==> config.mk <==
export PLATFORM = sky130hd
export DESIGN_NAME = base3_to_base2
export DESIGN_NICKNAME = d
export VERILOG_FILES = /design/src/rtl/base3_pkg.sv /design/src/rtl/base3_mac_step.sv /design/src/rtl/base3_to_base2.sv
export SDC_FILE = /design/constraint.sdc
export NUM_CORES = 1
export LEC_CHECK = 0
export ABC_CLOCK_PERIOD_IN_PS = 6400
export CORE_ASPECT_RATIO = 0.75
export CORE_MARGIN = 2
export CORE_UTILIZATION = 35
export DETAILED_ROUTE_END_ITERATION = 10
export GPL_ROUTABILITY_DRIVEN = 0
export PLACE_DENSITY = 0.53
export SLEW_MARGIN = 10
export SYNTH_ARGS = -nofsm -noshare
export SYNTH_HDL_FRONTEND = slang
export SYNTH_HIERARCHICAL = 1
export SYNTH_SLANG_ARGS = --single-unit
==> constraint.sdc <==
create_clock -name clk -period 6.4 [get_ports clk]
set_input_delay 0.64 -clock clk [delete_from_list [all_inputs] [get_ports clk]]
set_output_delay 0.64 -clock clk [all_outputs]
set_load 0.02 [all_outputs]
==> src/rtl/base3_pkg.sv <==
// Shared definitions for the base-3 <-> base-2 steganography converters.
package base3_pkg;

  localparam int unsigned N_TRITS_DEF = 16;
  localparam int unsigned OUT_W_DEF   = 16;
  // Smallest width with 2^ACC_W > 3^16 - 1, so the accumulator never wraps.
  localparam int unsigned ACC_W_DEF   = 26;

  localparam logic [1:0] TRIT_0   = 2'b00;
  localparam logic [1:0] TRIT_1   = 2'b01;
  localparam logic [1:0] TRIT_2   = 2'b10;
  localparam logic [1:0] TRIT_INV = 2'b11;

  typedef enum logic {
    IDLE = 1'b0,
    CONV = 1'b1
  } state_t;

endpackage

==> src/rtl/base3_mac_step.sv <==
// One Horner step: acc_out = acc_in*3 + trit, using shift-add only.
// An invalid trit (11) is flagged and contributes 0.
module base3_mac_step
  import base3_pkg::*;
#(
  parameter int unsigned ACC_W = ACC_W_DEF
) (
  input  logic [ACC_W-1:0] acc_in,
  input  logic [1:0]       trit,
  output logic [ACC_W-1:0] acc_out,
  output logic             inv
);

  logic [1:0] trit_eff;

  // Mask the invalid code, then accumulate acc*2 + acc + trit.
  always_comb begin
    inv      = (trit == TRIT_INV);
    trit_eff = inv ? TRIT_0 : trit;
    acc_out  = (acc_in << 1) + acc_in + ACC_W'(trit_eff);
  end

endmodule

==> src/rtl/base3_to_base2.sv <==
// Sequential base-3 to binary converter: one trit per clock, MSB trit
// first, Horner accumulation with saturation and invalid-trit reporting.
module base3_to_base2
  import base3_pkg::*;
#(
  parameter int unsigned N_TRITS = N_TRITS_DEF,
  parameter int unsigned OUT_W   = OUT_W_DEF,
  parameter int unsigned ACC_W   = ACC_W_DEF
) (
  input  logic                   clk,
  input  logic                   rst_n,
  input  logic [2*N_TRITS-1:0]   base3_no,
  input  logic                   en,
  output logic [OUT_W-1:0]       base2_no,
  output logic                   done,
  output logic                   busy,
  output logic                   err,
  output logic                   ovf
);

  localparam int unsigned SH_W  = 2 * N_TRITS;
  localparam int unsigned CNT_W = (N_TRITS > 1) ? $clog2(N_TRITS) : 1;

  state_t             state_q, state_d;
  logic [SH_W-1:0]    sh_q, sh_d;
  logic [ACC_W-1:0]   acc_q, acc_d;
  logic [CNT_W-1:0]   cnt_q, cnt_d;
  logic               err_i_q, err_i_d;
  logic [OUT_W-1:0]   base2_no_d;
  logic               done_d, busy_d, err_d, ovf_d;

  logic [1:0]         trit_c;
  logic [ACC_W-1:0]   acc_step_c;
  logic               inv_c;
  logic               err_fin_c;
  logic               ovf_fin_c;

  // Current trit, walking from the most significant position downward.
  assign trit_c = sh_q[{cnt_q, 1'b0} +: 2];

  base3_mac_step #(
    .ACC_W (ACC_W)
  ) u_mac_step (
    .acc_in  (acc_q),
    .trit    (trit_c),
    .acc_out (acc_step_c),
    .inv     (inv_c)
  );

  // State and datapath registers; reset abandons any conversion silently.
  always_ff @(posedge clk or negedge rst_n) begin
    if (!rst_n) begin
      state_q  <= IDLE;
      sh_q     <= '0;
      acc_q    <= '0;
      cnt_q    <= '0;
      err_i_q  <= 1'b0;
      base2_no <= '0;
      done     <= 1'b0;
      busy     <= 1'b0;
      err      <= 1'b0;
      ovf      <= 1'b0;
    end else begin
      state_q  <= state_d;
      sh_q     <= sh_d;
      acc_q    <= acc_d;
      cnt_q    <= cnt_d;
      err_i_q  <= err_i_d;
      base2_no <= base2_no_d;
      done     <= done_d;
      busy     <= busy_d;
      err      <= err_d;
      ovf      <= ovf_d;
    end
  end

  // Next-state and output logic; results and flags hold between done pulses.
  always_comb begin
    state_d    = state_q;
    sh_d       = sh_q;
    acc_d      = acc_q;
    cnt_d      = cnt_q;
    err_i_d    = err_i_q;
    base2_no_d = base2_no;
    done_d     = 1'b0;
    busy_d     = busy;
    err_d      = err;
    ovf_d      = ovf;
    err_fin_c  = err_i_q | inv_c;
    ovf_fin_c  = (acc_step_c[ACC_W-1:OUT_W] != '0) && !err_fin_c;

    case (state_q)
      IDLE: begin
        if (en) begin
          sh_d    = base3_no;
          acc_d   = '0;
          cnt_d   = CNT_W'(N_TRITS - 1);
          err_i_d = 1'b0;
          busy_d  = 1'b1;
          state_d = CONV;
        end
      end
      CONV: begin
        acc_d = acc_step_c;
        cnt_d = cnt_q - CNT_W'(1);
        if (inv_c) begin
          err_i_d = 1'b1;
        end
        if (cnt_q == '0) begin
          done_d  = 1'b1;
          busy_d  = 1'b0;
          state_d = IDLE;
          err_d   = err_fin_c;
          ovf_d   = ovf_fin_c;
          if (err_fin_c) begin
            base2_no_d = '0;
          end else if (ovf_fin_c) begin
            base2_no_d = '1;
          end else begin
            base2_no_d = acc_step_c[OUT_W-1:0];
          end
        end
      end
      default: state_d = IDLE;
    endcase
  end

endmodule
; Yosys cells after proc, flatten, opt, wreduce, memory -nomap -nowiden
; Index checks and enable logic that the tools add are counted.
[classes]
addsub = 3
n_reduce_logical = 8
mux = 18
eq_ne = 4
shift = 1
bitwise_logic = 2
[ops]
columns = operator, n
row1 = 26-bit case mux with 2 select lines, 1
row2 = 16-bit 2-to-1 mux, 2
row3 = 32-bit by 6-bit variable part select with 2-bit output, 1
row4 = 26-bit by 2-bit adder with 26-bit output, 1
row5 = 26-bit adder, 1
row6 = 26-bit 2-to-1 mux, 1
row7 = 10-bit nonzero test, 1
row8 = 1-bit 2-to-1 mux, 8
row9 = 4-bit case mux with 2 select lines, 1
row10 = 2-bit AND reduction, 4
row11 = 1-bit case mux with 2 select lines, 3
row12 = 4-bit zero test, 1
row13 = 4-bit 2-to-1 mux, 1
row14 = "2-bit by 1-bit != test with 1-bit output, second input constant", 2
row15 = "4-bit by 1-bit subtractor with 4-bit output, second input constant", 1
row16 = "2-bit == test, second input constant", 1
row17 = 2-bit 2-to-1 mux, 1
row18 = "2-bit != test, second input constant", 1
row19 = 1-bit logical AND, 1
row20 = 1-bit zero test, 1
row21 = 1-bit inverter, 1
row22 = 1-bit bitwise OR, 1
[word_totals]
elab_cells = 46
output_inout_bits = 20
in_bits = 35
register_bits = 84

; Longest topological paths before layout
[depth]
depth_word = 8
mapped_depth = 22
ltp_nobuf = 19

; By module
; Netlist, hierarchy kept.
[by_module_without_submodules]
columns = module, cells_per_inst, n_inst, area_each_um2
row1 = base3_to_base2, 269, 1, 3515.9
row2 = base3_mac_step, 211, 1, 1711.6

; Least setup slack after synthesis
; Ideal clock, no wire load.
[synth_timing]
path_type = reg2reg
start = register cnt_q[1]
end = register base2_no[1]
t_arrival_ps = 4607
setup_ps = 135
slack_ps = 1658
path_stages_with_launch = 23
path_buffers = 3
cell_sequence = dfrtp_1 > buf_2 > buf_2 > mux2_2 > o22ai_1 > o22ai_1 > nand2b_1 > fa_1 > inv_1 > ha_1 > inv_1 > fa_1 > nor2b_4 > o31ai_4 > a31oi_1 > a211oi_2 > o21ai_1 > a21oi_2 > xnor2_1 > or4_1 > nor4_4 > buf_6 > o211ai_1
[synth_between]
elab_chain_cells = 8
elab_cells_between_ends = 12
[synth_rtl]
columns = item, line
row1 = from (decl), base3_to_base2.sv:27  ; logic [CNT_W-1:0] cnt_q, cnt_d;
row2 = from (signal assigned), base3_to_base2.sv:67  ; cnt_q <= cnt_d;
row3 = 32-bit by 6-bit variable part select with 2-bit output (*), base3_to_base2.sv:39  ; assign trit_c = sh_q[{cnt_q, 1'b0} +: 2];
row4 = via trit_c[0], base3_to_base2.sv:32  ; logic [1:0] trit_c;
row5 = 2-bit == test, base3_mac_step.sv:18  ; inv = (trit == TRIT_INV);
row6 = 2-bit 2-to-1 mux (*), base3_mac_step.sv:19  ; trit_eff = inv ? TRIT_0 : trit;
row7 = 26-bit by 2-bit adder with 26-bit output (*), base3_mac_step.sv:20  ; acc_out = (acc_in << 1) + acc_in + ACC_W'(trit_eff);
row8 = via acc_step_c[23], base3_to_base2.sv:33  ; logic [ACC_W-1:0] acc_step_c;
row9 = 10-bit nonzero test (*), base3_to_base2.sv:90  ; ovf_fin_c = (acc_step_c[ACC_W-1:OUT_W] != '0) && !err_fin_c;
row10 = 1-bit logical AND (*), base3_to_base2.sv:90
row11 = 16-bit 2-to-1 mux (*), base3_to_base2.sv:117  ; end else if (ovf_fin_c) begin
row12 = 16-bit 2-to-1 mux (*), base3_to_base2.sv:115  ; if (err_fin_c) begin
row13 = to (signal assigned), base3_to_base2.sv:69  ; base2_no <= base2_no_d;
row14 = to (decl), base3_to_base2.sv:14  ; output logic [OUT_W-1:0] base2_no,
; The timed path passes the listed nets; every way through them passes the cells marked *.
; A chain may end at the register's enable or synchronous reset.

; Worst setup path in the final report
[layout_timing]
start = register cnt_q[1]
end = register base2_no[9]
; Same word-level chain as after synthesis.

==> report_table.html <==
<table>
<tr><th>Metric</th><th>Value</th></tr>
<tr><th colspan="2">Status</th></tr>
<tr><td>Outcome</td><td>completed</td></tr>
<tr><th colspan="2">CTS</th></tr>
<tr><td>TritonCTS clock tree</td><td>done</td></tr>
<tr><td>Clk root buf</td><td>sky130_fd_sc_hd__clkbuf_16</td></tr>
<tr><td>CTS Hold Bufs</td><td>0</td></tr>
<tr><td>Post-CTS setup buffer count</td><td>0</td></tr>
<tr><td>Clk Latency, worst-skew pair</td><td>350 ps</td></tr>
<tr><td>CTS Buffer Depth</td><td>2</td></tr>
<tr><td>Total CTS buffers</td><td>9</td></tr>
<tr><td>Post-CTS sizing</td><td>0</td></tr>
<tr><td>Clock Sinks</td><td>84</td></tr>
<tr><td>Clock-pin slew reported for the worst setup and hold paths after clock tree synthesis</td><td>70 ps</td></tr>
<tr><td>Number of levels the H-tree was split into</td><td>3</td></tr>
<tr><th colspan="2">Floorplanning</th></tr>
<tr><td>Width of the chip</td><td>145 um</td></tr>
<tr><td>Height of the chip</td><td>110 um</td></tr>
<tr><td>Core region area</td><td>14,500 sq um</td></tr>
<tr><td>Die Footprint</td><td>15,900 sq um</td></tr>
<tr><td># IOs</td><td>55</td></tr>
<tr><td>Starting Density</td><td>35.9%</td></tr>
<tr><td>Placement row count</td><td>38</td></tr>
<tr><th colspan="2">Timing</th></tr>
<tr><td>Highest achievable clock rate</td><td>0.183 GHz</td></tr>
<tr><td>Pin slew with the least headroom to its limit</td><td>747 ps</td></tr>
<tr><td>Setup tns final</td><td>0 ps</td></tr>
<tr><td>Number of endpoints with negative hold slack in the final report</td><td>0</td></tr>
<tr><td>Maximum clock skew at final layout</td><td>8.65 ps</td></tr>
<tr><td>Setup violation total in the final timing report</td><td>0</td></tr>
<tr><td>Worst slew margin relative to its limit</td><td>50.2%</td></tr>
<tr><td>Setup repair after global routing missed its margin</td><td>false</td></tr>
<tr><td>Final Critical Period</td><td>5480 ps</td></tr>
<tr><td>Period utilisation layout</td><td>85.6%</td></tr>
<tr><td>Count of final max-slew check failures</td><td>0</td></tr>
<tr><th colspan="2">Place</th></tr>
<tr><td>Estimated wirelength of the detail-placed design</td><td>8950 um</td></tr>
<tr><td>Placed standard-cell area</td><td>5930 sq um</td></tr>
<tr><td>Quantity of I/O buffers inserted on ports</td><td>54</td></tr>
<tr><th colspan="2">Synthesis</th></tr>
<tr><td>Count of synthesis-stage warnings from yosys</td><td>6</td></tr>
<tr><td>Post-synth top area cell</td><td>sky130_fd_sc_hd__dfrtp_1</td></tr>
<tr><td>Unique masters post-synth</td><td>59</td></tr>
<tr><td>Xor and xnor fraction of the mapped netlist area</td><td>3.85%</td></tr>
<tr><td>Synth Area in Simple Gates</td><td>11.1%</td></tr>
<tr><td>Cells after Synth</td><td>480</td></tr>
<tr><td>Post-synth ARST share</td><td>100%</td></tr>
<tr><td>EDFF count, synth</td><td>0</td></tr>
<tr><td>Post-synthesis register bit count</td><td>84</td></tr>
<tr><td>Synthesized net count</td><td>566</td></tr>
<tr><td>Sequential cell area fraction in the yosys report</td><td>40.2%</td></tr>
<tr><td>Combinational family with the most area after synthesis</td><td>compound AO/OA/AOI/OAI gates</td></tr>
<tr><td>Ranking of synthesized cells by area</td><td>sky130_fd_sc_hd__dfrtp_1 40%, sky130_fd_sc_hd__ha_1 12%, sky130_fd_sc_hd__mux2_2 7.8%</td></tr>
<tr><td>Portion of synthesized cell area occupied by the leading cell type</td><td>40.2%</td></tr>
<tr><td>Post-synthesis adder-cell area fraction</td><td>12.5%</td></tr>
<tr><td>Netlist area before placement</td><td>5230 sq um</td></tr>
<tr><td>Complex-gate fraction of the synthesized area</td><td>18.5%</td></tr>
<tr><td>Synthesized area per cell</td><td>10.9 sq um</td></tr>
<tr><td>Multiplexer share of the synthesized area</td><td>10.2%</td></tr>
<tr><td>Top flip-flop cell by instance count after synthesis</td><td>sky130_fd_sc_hd__dfrtp_1</td></tr>
<tr><th colspan="2">Worst setup path</th></tr>
<tr><td>Type of the worst setup path</td><td>register to register</td></tr>
<tr><td>Data arrival time of the critical path</td><td>5680 ps</td></tr>
<tr><td>WP data required</td><td>6600 ps</td></tr>
<tr><td>Category of the worst setup path capture point</td><td>register</td></tr>
<tr><td>Register-to-register setup slack</td><td>920 ps</td></tr>
<tr><td>Origin of the worst setup path</td><td>cnt_q[1]</td></tr>
<tr><td>Critical Path Fanout Max</td><td>17</td></tr>
<tr><td>Startpoint of the most critical register-to-register path</td><td>cnt_q[1]</td></tr>
<tr><td>Category of the worst setup path launch point</td><td>register</td></tr>
<tr><th colspan="2">Min path</th></tr>
<tr><td>Classification of the worst-slack hold path</td><td>primary input to asynchronous set/reset pin</td></tr>
<tr><th colspan="2">Drt</th></tr>
<tr><td>Total length of routed wires</td><td>12,400 um</td></tr>
<tr><td>Per-cell routed wire length</td><td>17.0 um</td></tr>
<tr><td>Detailed-routing iteration count for the pre-antenna-repair pass</td><td>5</td></tr>
<tr><td>Starting DRC count in detailed routing</td><td>275</td></tr>
<tr><td>Via total after detailed routing</td><td>3,909</td></tr>
<tr><td>DRC errors left</td><td>0</td></tr>
<tr><td>Post-DR vias/cell</td><td>5.34</td></tr>
<tr><td>Antenna Violating Nets Remaining</td><td>0</td></tr>
<tr><th colspan="2">Global routing</th></tr>
<tr><td>Met3 track demand over resource in global routing</td><td>3.69%</td></tr>
<tr><td>Antenna violations before repair</td><td>0</td></tr>
<tr><td>GR met1 Demand/Resource</td><td>24.5%</td></tr>
<tr><td>Met2 Resource Use GR</td><td>25.3%</td></tr>
<tr><td>Largest net degree at the start of global routing</td><td>58</td></tr>
<tr><td>Wire length of the first global-routing pass</td><td>21,200 um</td></tr>
<tr><td>Overall fraction of global-route tracks in use</td><td>16.7%</td></tr>
<tr><td>Remaining global-route overflow</td><td>0</td></tr>
<tr><td>Via count of the first global-routing pass</td><td>3,929</td></tr>
<tr><td>Most heavily used metal layer in global routing</td><td>met2</td></tr>
<tr><th colspan="2">Cells and area</th></tr>
<tr><td>Layout area overhead</td><td>19.4%</td></tr>
<tr><td>Layout Cell Area excl Fill</td><td>6240 sq um</td></tr>
<tr><td>Number of nets at the end of the flow</td><td>613</td></tr>
<tr><td>Diodes inserted</td><td>0</td></tr>
<tr><td>Ratio of cells with drive above 1 in the final layout</td><td>15.8%</td></tr>
<tr><th colspan="2">Flow run</th></tr>
<tr><td>Max Cap Viol</td><td>0</td></tr>
</table>
## sequential cells by signal, summed over array words and instances (netlist names)
register,count
acc_q,26
done,1
err_i_q,1
busy,1
ovf,1
base2_no,16
err,1
cnt_q,4
state_q,1
sh_q,32
## final timing paths
| path | end | cells past startpoint |
|---|---|---|
| worst max-delay path | base2_no[9] | 20 |
| worst min-delay path | sh_q[21] | 1 |
| worst max register to register | base2_no[9] | 20 |
| worst min register to register | ovf | 2 |
| max in group asynchronous | acc_q[5] | 2 |
| min in group clk | ovf | 2 |
## logic make-up (layout without fill, tap and decap cells)
logic type      count (synthesis)  count (layout)
simple gates                  112             112
buf+inv                        38              90
mux                            44              44
fa+ha+maj                      51              51
compound gates                128             128
flops                          84              84
xor+xnor                       23              23
## worst max-delay path, stage by stage, from the launching register on
cell,delay (ps)
sky130_fd_sc_hd__dfrtp_1,810
sky130_fd_sc_hd__mux4_2,580
sky130_fd_sc_hd__o22ai_1,190
sky130_fd_sc_hd__o22ai_1,120
sky130_fd_sc_hd__nand2b_1,170
sky130_fd_sc_hd__fa_1,440
sky130_fd_sc_hd__inv_1,70
sky130_fd_sc_hd__ha_1,190
sky130_fd_sc_hd__inv_1,60
sky130_fd_sc_hd__fa_1,430
sky130_fd_sc_hd__nor2b_4,160
sky130_fd_sc_hd__o31ai_4,80
sky130_fd_sc_hd__a31oi_1,320
sky130_fd_sc_hd__a211oi_2,150
sky130_fd_sc_hd__o21ai_1,190
sky130_fd_sc_hd__a21oi_2,80
sky130_fd_sc_hd__xnor2_1,140
sky130_fd_sc_hd__or4_1,560
sky130_fd_sc_hd__nor4_4,150
sky130_fd_sc_hd__buf_4,280
sky130_fd_sc_hd__o211ai_1,120
## metrics by stage
step                hold WS [ps]  utilization, %  setup slack [ps]  cells
floorplan                    344               -              1660    480
global placement             471            40.8              1100    716
detailed placement           479            40.8               933    716
CTS                          206            42.9               904    732
global route                 215            42.9               579    732
finish                       196            42.9               923    732
## routing by layer
layer / routed length (um) / share of wire, % / vias up
met5: 0 / 0 / -
met4: 85 / 0.68 / 0
met3: 581 / 4.7 / 10
met2: 5290 / 43 / 91
met1: 6450 / 52 / 1927
li1: - / - / 1881
## cells in the final DEF (no fill, tap or decap), types with 3 or more instances in the layout
| master | instances |
|---|---|
| sky130_fd_sc_hd__o21ai_0 | 10 |
| sky130_fd_sc_hd__o211ai_1 | 17 |
| sky130_fd_sc_hd__mux4_2 | 4 |
| sky130_fd_sc_hd__a211oi_2 | 5 |
| sky130_fd_sc_hd__nor2b_1 | 5 |
| sky130_fd_sc_hd__a31oi_1 | 4 |
| sky130_fd_sc_hd__nand2_1 | 32 |
| sky130_fd_sc_hd__nand3_1 | 22 |
| sky130_fd_sc_hd__xor2_1 | 4 |
| sky130_fd_sc_hd__o22ai_1 | 4 |
| sky130_fd_sc_hd__dfrtp_1 | 84 |
| sky130_fd_sc_hd__clkbuf_16 | 9 |
| sky130_fd_sc_hd__mux2_2 | 36 |
| sky130_fd_sc_hd__xnor2_1 | 19 |
| sky130_fd_sc_hd__o21a_1 | 6 |
| sky130_fd_sc_hd__a22o_1 | 25 |
| sky130_fd_sc_hd__nor2_1 | 22 |
| sky130_fd_sc_hd__nor3_1 | 6 |
| sky130_fd_sc_hd__a21oi_1 | 22 |
| sky130_fd_sc_hd__a21o_1 | 10 |
| sky130_fd_sc_hd__clkdlybuf4s50_1 | 53 |
| sky130_fd_sc_hd__buf_4 | 8 |
| sky130_fd_sc_hd__inv_1 | 13 |
| sky130_fd_sc_hd__o21ai_1 | 5 |
| sky130_fd_sc_hd__inv_6 | 3 |
| sky130_fd_sc_hd__nand2b_1 | 7 |
| sky130_fd_sc_hd__mux2i_1 | 4 |
| sky130_fd_sc_hd__ha_1 | 49 |
## synth_stat cells, types with 3 or more instances
cell and number:
sky130_fd_sc_hd__a211oi_2 5, sky130_fd_sc_hd__a21o_1 10, sky130_fd_sc_hd__a21oi_1 22, sky130_fd_sc_hd__a22o_1 25, sky130_fd_sc_hd__a31oi_1 4, sky130_fd_sc_hd__buf_2 7
sky130_fd_sc_hd__buf_4 4, sky130_fd_sc_hd__buf_6 3, sky130_fd_sc_hd__clkbuf_1 9, sky130_fd_sc_hd__dfrtp_1 84, sky130_fd_sc_hd__ha_1 49, sky130_fd_sc_hd__inv_1 13
sky130_fd_sc_hd__mux2_2 36, sky130_fd_sc_hd__mux2i_1 4, sky130_fd_sc_hd__mux4_2 4, sky130_fd_sc_hd__nand2_1 32, sky130_fd_sc_hd__nand2b_1 7, sky130_fd_sc_hd__nand3_1 22
sky130_fd_sc_hd__nor2_1 22, sky130_fd_sc_hd__nor2b_1 6, sky130_fd_sc_hd__nor3_1 6, sky130_fd_sc_hd__o211ai_1 17, sky130_fd_sc_hd__o21a_1 6, sky130_fd_sc_hd__o21ai_0 10
sky130_fd_sc_hd__o21ai_1 5, sky130_fd_sc_hd__o22ai_1 4, sky130_fd_sc_hd__xnor2_1 19, sky130_fd_sc_hd__xor2_1 4
## layout make-up
class | instances | area [sq um]
Timing Repair Buffer | 61 | 591
Tap cell | 200 | 250
Multi-Input combinational cell | 358 | 2940
Clock buffer | 9 | 225
Clock inverter | 7 | 86.3
Inverter | 13 | 48.8
Fill cell | 1419 | 8310
Sequential cell | 84 | 2100
Power is left out: the tool's default activity adds up to more than one toggle a clock period on the data nets, which glitch-free logic cannot reach.
